<file path="config.mk">
export PLATFORM = sky130hd
export DESIGN_NAME = dbg_state_dump
export DESIGN_NICKNAME = d
export VERILOG_FILES = /design/src/rtl/dbg_state_dump.sv
export SDC_FILE = /design/constraint.sdc
export NUM_CORES = 1
export LEC_CHECK = 0
export BUFFER_PORTS_ARGS = -buffer_cell sky130_fd_sc_hd__buf_2
export CAP_MARGIN = 20
export CELL_PAD_IN_SITES_DETAIL_PLACEMENT = 2
export CELL_PAD_IN_SITES_GLOBAL_PLACEMENT = 2
export CORE_MARGIN = 4
export CORE_UTILIZATION = 30
export DETAILED_ROUTE_END_ITERATION = 8
export PLACE_DENSITY_LB_ADDON = 0.08
export SYNTH_ARGS = -nofsm -noshare
export SYNTH_HDL_FRONTEND = slang
export SYNTH_SLANG_ARGS = --single-unit
</file>
<file path="constraint.sdc">
create_clock -name CLK -period 6.45 [get_ports CLK]
set_input_delay 0.9675 -clock CLK [delete_from_list [all_inputs] [get_ports CLK]]
set_output_delay 0.9675 -clock CLK [all_outputs]
set_load 0.03 [all_outputs]
</file>
<file path="src/rtl/dbg_state_dump.sv">
// Debug state dumper: halts the core on a trigger and streams PC, register-file
// and data-memory snapshot records over a valid/ready interface.
module dbg_state_dump #(
    parameter int XLEN        = 64,
    parameter int NUM_REGS    = 32,
    parameter int REG_AW      = 5,
    parameter int MEM_AW      = 10,
    parameter int MEM_BASE    = 0,
    parameter int MEM_WORDS   = 4,
    parameter int AUTO_PERIOD = 0
) (
    input  logic              CLK,
    input  logic              RST,
    input  logic              TRIG,
    input  logic [XLEN-1:0]   PC,
    output logic              HALT,
    output logic [REG_AW-1:0] REG_ADDR,
    input  logic [XLEN-1:0]   REG_DATA,
    output logic [MEM_AW-1:0] MEM_ADDR,
    input  logic [7:0]        MEM_BYTE,
    output logic              DUMP_VALID,
    input  logic              DUMP_READY,
    output logic [1:0]        DUMP_TAG,
    output logic [15:0]       DUMP_IDX,
    output logic [XLEN-1:0]   DUMP_DATA,
    output logic              DONE,
    output logic              OVERRUN
);

    localparam int BYTES = XLEN / 8;
    localparam int BW    = (BYTES > 1) ? $clog2(BYTES) : 1;

    localparam logic [1:0] TAG_PC  = 2'd0;
    localparam logic [1:0] TAG_REG = 2'd1;
    localparam logic [1:0] TAG_MEM = 2'd2;

    typedef enum logic [2:0] {
        IDLE, PC_OUT, REG_RD, REG_OUT, MEM_RD, MEM_OUT, FIN
    } state_t;

    state_t          state;
    logic [BW-1:0]   byte_sel;
    logic [15:0]     word;
    logic [31:0]     auto_cnt;

    logic xfer;
    logic auto_hit;

    assign xfer     = DUMP_VALID && DUMP_READY;
    assign auto_hit = (AUTO_PERIOD != 0) && (auto_cnt == 32'(AUTO_PERIOD - 1));

    always_ff @(posedge CLK) begin
        if (RST) begin
            state      <= IDLE;
            HALT       <= 1'b0;
            REG_ADDR   <= '0;
            MEM_ADDR   <= '0;
            DUMP_VALID <= 1'b0;
            DUMP_TAG   <= '0;
            DUMP_IDX   <= '0;
            DUMP_DATA  <= '0;
            DONE       <= 1'b0;
            OVERRUN    <= 1'b0;
            auto_cnt   <= '0;
            word       <= '0;
            byte_sel   <= '0;
        end else begin
            DONE <= 1'b0;
            if (TRIG && state != IDLE)
                OVERRUN <= 1'b1;

            case (state)
                IDLE: begin
                    HALT <= 1'b0;
                    if (TRIG || auto_hit) begin
                        auto_cnt   <= '0;
                        HALT       <= 1'b1;
                        DUMP_DATA  <= PC;
                        DUMP_TAG   <= TAG_PC;
                        DUMP_IDX   <= '0;
                        DUMP_VALID <= 1'b1;
                        state      <= PC_OUT;
                    end else begin
                        auto_cnt <= auto_cnt + 32'd1;
                    end
                end

                PC_OUT: begin
                    if (xfer) begin
                        DUMP_VALID <= 1'b0;
                        REG_ADDR   <= '0;
                        state      <= REG_RD;
                    end
                end

                // REG_ADDR already points at the register; its data is valid this cycle
                REG_RD: begin
                    DUMP_DATA  <= REG_DATA;
                    DUMP_TAG   <= TAG_REG;
                    DUMP_IDX   <= 16'(REG_ADDR);
                    DUMP_VALID <= 1'b1;
                    state      <= REG_OUT;
                end

                REG_OUT: begin
                    if (xfer) begin
                        DUMP_VALID <= 1'b0;
                        if (REG_ADDR == REG_AW'(NUM_REGS - 1)) begin
                            if (MEM_WORDS == 0) begin
                                DONE  <= 1'b1;
                                state <= FIN;
                            end else begin
                                word     <= '0;
                                byte_sel <= '0;
                                MEM_ADDR <= MEM_AW'(MEM_BASE);
                                state    <= MEM_RD;
                            end
                        end else begin
                            REG_ADDR <= REG_ADDR + 1'b1;
                            state    <= REG_RD;
                        end
                    end
                end

                // Dumped bytes are contiguous, so the address simply walks forward
                MEM_RD: begin
                    DUMP_DATA[{byte_sel, 3'b000} +: 8] <= MEM_BYTE;
                    MEM_ADDR <= MEM_ADDR + 1'b1;
                    byte_sel <= byte_sel + 1'b1;
                    if (byte_sel == BW'(BYTES - 1)) begin
                        DUMP_TAG   <= TAG_MEM;
                        DUMP_IDX   <= word;
                        DUMP_VALID <= 1'b1;
                        state      <= MEM_OUT;
                    end
                end

                MEM_OUT: begin
                    if (xfer) begin
                        DUMP_VALID <= 1'b0;
                        if (word == 16'(MEM_WORDS - 1)) begin
                            DONE  <= 1'b1;
                            state <= FIN;
                        end else begin
                            word     <= word + 16'd1;
                            byte_sel <= '0;
                            state    <= MEM_RD;
                        end
                    end
                end

                FIN: begin
                    HALT  <= 1'b0;
                    state <= IDLE;
                end

                default: begin
                    HALT       <= 1'b0;
                    DUMP_VALID <= 1'b0;
                    state      <= IDLE;
                end
            endcase
        end
    end

endmodule

</file>
==> out/results.tsv, run 1 <==
stage	metric	value	unit
cts	htree depth	4	
final_layout	Final #Nets	1156	
yosys	count of warnings emitted by yosys	0	
global_route	vias in the first global route	7614	
yosys	share of the synthesized area in the top cell type	37.2	%
timing	Final Slew Violations	0	
die	Row Count	54	
power_and_ir_drop	Pint	1.56	mW
yosys	syn_nets	963	
timing	Final setup viols	0	
timing	RSZ-0062 raised after global routing	false	
final_layout	share of cells above drive strength 1	29.5	%
power_and_ir_drop	combinational share of power	18.5	%
routing	Antenna Violating Nets Remaining	0	
die	CORE AREA	0.0218	mm2
timing	setup TNS	0	ns
global_route	M3 GR Usage	5.56	%
yosys	cells after synthesis	814	
timing	Peak Freq	324	MHz
placement	Post-DP HPWL	18.8	mm
cts	CTS Buffer Depth	2	
die	I/O pin count	241	
global_route	met2 Use GR	37.7	%
final_layout	final core occ	39.1	%
final_layout	post-route insts no fill	1304	
status	status	completed	
routing	wire per inst	20.8	um
power_and_ir_drop	clock power share	44.2	%
routing	Vias	7308	
cts	CTS Hold Bufs	0	
timing	Worst slew margin	31.5	%
final_layout	P&R area growth vs syn	28.6	%
yosys	synth unique cells	62	
timing	Final Hold Vio Count	0	
setup_path	Setup CP Type	reg2reg	
final_layout	commonest non-fill, non-tap cell in the layout	buf_2	
routing	Residual DRC	0	
setup_path	Worst EP arrival	3.35	ns
yosys	largest cells by area after synthesis	dfxtp_1 37%, a21oi_1 6.2%, a22oi_1 5.3%, nor3_1 5.1%, nor2_1 4.8%	
min_path	Hold WC Path Type	reg2reg	
yosys	dominant synthesized flop cell	dfxtp_1	
run	Max Cap Viol	0	
setup_path	Max FO, Critical Path	16	
placement	# placed instances	1267	
yosys	Post-Syn Area	0.00662	mm2
yosys	ys async rst share	0	%
routing	DRT Pass-1 Iters	5	
placement	PortBufs	240	
global_route	gr busiest metal	met2	
global_route	M1 GR Usage	26.5	%
yosys	Seq/Total Area, Yosys	37.2	%
power_and_ir_drop	Sequential Power Share	37.3	%
die	full die area	0.0245	mm2
final_layout	Filler cells	2605	
setup_path	crit path cell chain	inv_1 > ha_1 > ha_1 > nand2b_1 > nor3_2 > nand2b_1 > a222oi_1 > a211oi_1	
power_and_ir_drop	Max IR drop VDD	0.151	mV
cts	TritonCTS clock tree	built	
setup_path	Worst setup SP type	register	
yosys	Mean Syn Cell Area	8.13	um2
setup_path	data required time of the worst path	6.72	ns
yosys	flop and latch count out of synthesis	123	
die	Die X	157	um
power_and_ir_drop	PD cells	262	mW/mm2
timing	Layout Skew	0.0122	ns
cts	Post-CTS Resized	0	
routing	Routed WL	27.1	mm
die	Initial Util	30.4	%
global_route	initial antenna violation count	7	
setup_path	Crit path buffers/inverters	1	
setup_path	CP top delay family	simple AND/OR/NAND/NOR gates	
power_and_ir_drop	switching pwr	0.671	mW
die	die height	157	um
timing	Tmin final	3.08	ns
cts	CTS buffer count	17	
cts	Clock Sinks	123	
global_route	All-Layer GR Usage	21.7	%
global_route	total grt overflow	0	
timing	worst hold margin	0.461	ns
placement	gpl congestion	0.738	
yosys	Post-synth EDFFs	0	
cts	clock-pin slew on the worst setup and hold paths	0.06	ns
cts	Post-CTS Setup Bufs	0	
final_layout	commonest non-fill, non-tap cells in the layout	239 x buf_2, 123 x dfxtp_1, 84 x nor2_1	
cts	later-pin clock latency in the skew report	0.43	ns
yosys	largest area contributor in the netlist	dfxtp_1	
setup_path	Slowest-stage cell, CP	nor3_2	
timing	Tcrit/Tclk final	47.8	%
setup_path	crit end category	register	
setup_path	worst stage delay on the critical path	0.80	ns
routing	1st-iter DRT viols	260	
cts	root buf cell	clkbuf_16	
global_route	first-pass GRT wire length	42.5	mm
power_and_ir_drop	Sw Ratio	30.1	%
power_and_ir_drop	Lkg Pwr	3.72	nW
routing	Vias per Instance	5.60	
timing	Slew @ Worst Pin	1.02	ns
global_route	largest net degree at the start of global routing	71	
[synthesized netlist by cell type, types with 7 or more instances]
library cell,count
a21oi_1,82
a222oi_1,7
a22o_1,30
a22oi_1,47
a31o_2,7
a31oi_1,21
and3_1,7
buf_2,28
buf_4,8
clkbuf_1,29
dfxtp_1,123
ha_1,9
inv_1,8
nand2_1,27
nand2b_1,8
nand3_1,18
nor2_1,84
nor3_1,68
nor4_1,33
o21a_1,27
o21ai_0,37
or3_1,7
xnor2_1,7
xor2_1,9
[state kept, by name, summed over array words and instances (netlist names)]
name / count
DUMP_DATA: 64
word: 16
MEM_ADDR: 10
byte_sel: 3
DUMP_IDX: 16
REG_ADDR: 5
OVERRUN: 1
state: 3
HALT: 1
DUMP_VALID: 1
DONE: 1
DUMP_TAG: 2
[power groups by stage]
| stage | registers [mW] | clock network (mW) | logic, mW |
|---|---|---|---|
| finish | 0.832 | 0.986 | 0.411 |
| global route | 0.838 | 1.04 | 0.452 |
| CTS | 0.832 | 1.00 | 0.419 |
| floorplan | 0.914 | 0 | 0.202 |
| global placement | 0.846 | 0 | 0.410 |
| detailed placement | 0.848 | 0 | 0.417 |
[final timing paths]
kind | to | cells after the start | from | slack [ns]
worst min register to register | DUMP_DATA[4] | 1 | DUMP_DATA[4] | 0.46
worst max register to register | DUMP_DATA[61] | 8 | byte_sel[0] | 3.37
worst min-delay path | DUMP_DATA[4] | 1 | DUMP_DATA[4] | 0.46
worst max-delay path | DUMP_DATA[61] | 8 | byte_sel[0] | 3.37
[layer usage]
metal	vias to the layer above	part of all wire [%]	wire, um
li1	3468	-	-
met1	3629	42	11500
met2	173	50	13600
met3	34	5.6	1510
met4	4	1.8	495
met5	-	0.096	26
[cell type report]
| class | count | area [um2] | share of cell area, % |
|---|---|---|---|
| Tap cell | 280 | 350 | 4.12 |
| Clock inverter | 9 | 111 | 1.31 |
| Timing Repair Buffer | 247 | 1280 | 15.0 |
| Antenna cell | 4 | 10.0 | 0.118 |
| Sequential cell | 123 | 2460 | 28.9 |
| Inverter | 8 | 30.0 | 0.353 |
| Clock buffer | 23 | 488 | 5.74 |
| Multi-Input combinational cell | 610 | 3780 | 44.4 |
[kinds of logic (layout without fill, tap and decap cells)]
logic type	Yosys count	after routing	share of synthesized area, %
other	0	4	0
xor gates and xnor gates	16	16	2.12
adders and majority gates	9	9	1.70
AOI/OAI and AO/OA	296	296	30.4
and+or+nand+nor	289	289	22.6
buffers and inverters	81	287	5.94
DFF	123	123	37.2
[per-stage QoR]
| step | power [mW] | worst slack [ns] | instance area [um2] |
|---|---|---|---|
| global placement | 1.26 | 3.52 | 7870 |
| global route | 2.33 | 3.05 | 8510 |
| CTS | 2.25 | 3.34 | 8470 |
| floorplan | 1.12 | 4.08 | 6620 |
| detailed placement | 1.26 | 3.39 | 7870 |
| finish | 2.23 | 3.37 | 8510 |
No activity file was read; power rests on OpenSTA's default activity.
==> inputs of run 2 (changes only) <==
--- a/config.mk
+++ b/config.mk
@@ -5,12 +5,13 @@
 export SDC_FILE = /design/constraint.sdc
 export NUM_CORES = 1
 export LEC_CHECK = 0
+export ABC_AREA = 1
 export BUFFER_PORTS_ARGS = -buffer_cell sky130_fd_sc_hd__buf_2
 export CAP_MARGIN = 20
 export CELL_PAD_IN_SITES_DETAIL_PLACEMENT = 2
 export CELL_PAD_IN_SITES_GLOBAL_PLACEMENT = 2
 export CORE_MARGIN = 4
-export CORE_UTILIZATION = 30
+export CORE_UTILIZATION = 26
 export DETAILED_ROUTE_END_ITERATION = 8
 export PLACE_DENSITY_LB_ADDON = 0.08
 export SYNTH_ARGS = -nofsm -noshare
==> constraint.sdc (replaced) <==
create_clock -name CLK -period 3.2 [get_ports CLK]
set_input_delay 0.48 -clock CLK [delete_from_list [all_inputs] [get_ports CLK]]
set_output_delay 0.48 -clock CLK [all_outputs]
set_load 0.03 [all_outputs]
==> out/results.tsv, run 2 <==
stage	metric	value	unit
status	status	completed	
placement	# placed instances	1757	
routing	M1 wire length	14.2	mm
yosys	Post-synth EDFFs	0	
timing	Peak Freq	394	MHz
yosys	Post-Syn Area	0.00738	mm2
yosys	count of warnings emitted by yosys	0	
die	die height	176	um
routing	wire per inst	18.5	um
yosys	syn_nets	1342	
cts	CTS Hold Bufs	0	
timing	Layout Skew	0.0153	ns
timing	Final Hold Vio Count	0	
routing	met3 WL	1.15	mm
routing	Residual DRC	0	
timing	Final Slew Violations	0	
setup_path	Max FO, Critical Path	10	
setup_path	CP top delay family	adder cells	
yosys	Mean Syn Cell Area	6.18	um2
final_layout	Largest Register	DUMP_DATA	
cts	Post-CTS Setup Bufs	0	
cts	htree depth	4	
setup_path	crit path cell chain	inv_2 > ha_1 > ha_1 > nand3_1 > clkinv_1 > o211ai_1 > nand3_1 > nand2_1 > inv_1	
run	Max Cap Viol	0	
setup_path	worst reg2reg endpoint	DUMP_DATA[27]	
final_layout	biggest regs	DUMP_DATA x64, DUMP_IDX x16, word x16	
final_layout	commonest non-fill, non-tap cells in the layout	332 x nand2_1, 239 x buf_2, 192 x a21oi_1	
final_layout	share of cells above drive strength 1	22.3	%
die	Row Count	61	
routing	DRT Pass-1 Iters	6	
routing	1st-iter DRT viols	293	
yosys	dominant synthesized flop cell	dfxtp_1	
setup_path	Worst EP arrival	2.87	ns
timing	RSZ-0062 raised after global routing	false	
cts	clock-pin slew on the worst setup and hold paths	0.06	ns
die	full die area	0.0311	mm2
setup_path	Worst R2R Start	byte_sel[0]	
routing	Routed WL	33.1	mm
final_layout	post-route insts no fill	1789	
setup_path	setup slack, reg-to-reg	0.66	ns
placement	PortBufs	240	
min_path	Hold Path Depth	3	
final_layout	P&R area growth vs syn	28.7	%
cts	CTS buffer count	17	
global_route	largest net degree at the start of global routing	70	
timing	setup TNS	0	ns
timing	Tmin final	2.54	ns
yosys	share of the synthesized area in the top cell type	33.4	%
min_path	worst hold path startpoint	TRIG	
die	I/O pin count	241	
setup_path	Slowest-stage cell, CP	dfxtp_1	
yosys	ys async rst share	0	%
routing	Vias	8604	
timing	Final setup viols	0	
routing	Vias per Instance	4.81	
setup_path	Reg2Reg Depth	9	
cts	Clock Sinks	123	
routing	top layer in use	met4	
min_path	Hold WC Path Type	in2reg	
placement	Place WS	0.709	ns
yosys	synth unique cells	36	
timing	Slew @ Worst Pin	1.01	ns
placement	Post-DP HPWL	24.2	mm
setup_path	crit end category	register	
setup_path	worst stage delay on the critical path	0.51	ns
die	Initial Util	26.5	%
global_route	initial antenna violation count	0	
cts	root buf cell	clkbuf_16	
yosys	Commonest cells post-synth	333 x nand2_1, 192 x a21oi_1, 160 x inv_1, 123 x dfxtp_1, 91 x nand3_1	
timing	Worst slew margin	32.4	%
yosys	count leader, synth	nand2_1	
final_layout	commonest non-fill, non-tap cell in the layout	nand2_1	
setup_path	Worst setup SP type	register	
routing	Antenna Violating Nets Remaining	0	
die	Die X	176	um
yosys	Seq/Total Area, Yosys	33.4	%
final_layout	Final #Nets	1547	
cts	Post-CTS Resized	0	
power_and_ir_drop	Max IR drop VDD	0.324	mV
final_layout	max reg flops	64	
die	CORE AREA	0.0279	mm2
min_path	WHS Endpoint	OVERRUN	
routing	Met2 Routed Length	17.3	mm
global_route	vias in the first global route	9275	
setup_path	Setup CP Type	reg2reg	
global_route	first-pass GRT wire length	51.8	mm
yosys	largest area contributor in the netlist	dfxtp_1	
power_and_ir_drop	Lkg Pwr	4.58	nW
timing	final worst slack	0.661	ns
yosys	flop and latch count out of synthesis	123	
yosys	cells after synthesis	1193	
placement	gpl congestion	0.811	
global_route	All-Layer GR Usage	21.1	%
yosys	largest cells by area after synthesis	dfxtp_1 33%, nand2_1 17%, a21oi_1 13%, inv_1 8.1%, nand3_1 6.2%	
cts	CTS Buffer Depth	2	
timing	Tcrit/Tclk final	79.3	%
setup_path	data required time of the worst path	3.53	ns
final_layout	diodes inserted	0	
global_route	total grt overflow	0	
cts	later-pin clock latency in the skew report	0.43	ns
cts	TritonCTS clock tree	built	
setup_path	Crit path buffers/inverters	3	
power_and_ir_drop	PD cells	652	mW/mm2
-- run 2: cell count changes in the layout (fill, tap and decap cells not counted), sizes merged, moves of 16 or more --
cell | before | now
nand2 | 27 | 336
inv | 9 | 178
a21oi | 82 | 193
nand3 | 18 | 95
nor3 | 70 | 10
a22oi | 47 | 0
o211ai | 0 | 38
nor4 | 33 | 0
a22o | 30 | 0
o21a | 27 | 0
a31oi | 21 | 5
-- run 2: cells by family after synthesis --
group / Yosys count / synth area share (%)
buffers and inverters: 238 / 12.9
adder cells (fa/ha/maj): 9 / 1.53
XOR/XNOR: 5 / 0.594
AND/OR/NAND/NOR: 538 / 30.9
flip-flops: 123 / 33.4
AO/OA/AOI/OAI: 280 / 20.7
-- run 2: power breakdown --
group / switching [mW] / total [mW] / internal (mW)
combinational: 1.51 / 2.14 / 0.624
sequential: 0.171 / 1.94 / 1.77
clock: 0.852 / 2.12 / 1.27
total: 2.54 / 6.19 / 3.66
-- run 2: area by class of cell --
cell class	count	area [um2]
Clock buffer	18	439
Clock inverter	14	183
Fill cell	3479	18400
Inverter	174	653
Multi-Input combinational cell	832	3980
Sequential cell	123	2460
Tap cell	378	473
Timing Repair Buffer	250	1300
-- run 2: layer usage --
| metal | vias to the layer above | global-route usage, % |
|---|---|---|
| met5 | - | 0 |
| li1 | 4263 | - |
| met4 | 0 | 4.38 |
| met3 | 22 | 3.85 |
| met2 | 141 | 39.4 |
| met1 | 4178 | 25.1 |
-- run 2: how the worst max path moves through the flow --
stage / start / cells after the start / to
after global placement: byte_sel[0] / 9 / DUMP_DATA[30]
final: byte_sel[0] / 9 / DUMP_DATA[27]
after detailed placement: byte_sel[0] / 9 / DUMP_DATA[27]
after floorplan: byte_sel[0] / 11 / DUMP_DATA[0]
after CTS: byte_sel[0] / 9 / DUMP_DATA[27]
after global routing: byte_sel[0] / 9 / DUMP_DATA[39]
-- run 2: worst min-delay path: stages --
cell and delay [ns]:
buf_2 0.09, a21oi_1 0.06, nor2_1 0.07
-- run 2: per-stage QoR --
step | total power, mW | cell area [um2] | util [%] | hold slack (ns)
floorplan | 3.40 | 7380 | - | 0.471
global placement | 4.10 | 8870 | 31.8 | 0.449
detailed placement | 4.14 | 8870 | 31.8 | 0.455
CTS | 6.30 | 9490 | 34.1 | 0.293
global route | 6.60 | 9490 | 34.1 | 0.313
finish | 6.19 | 9490 | 34.1 | 0.306
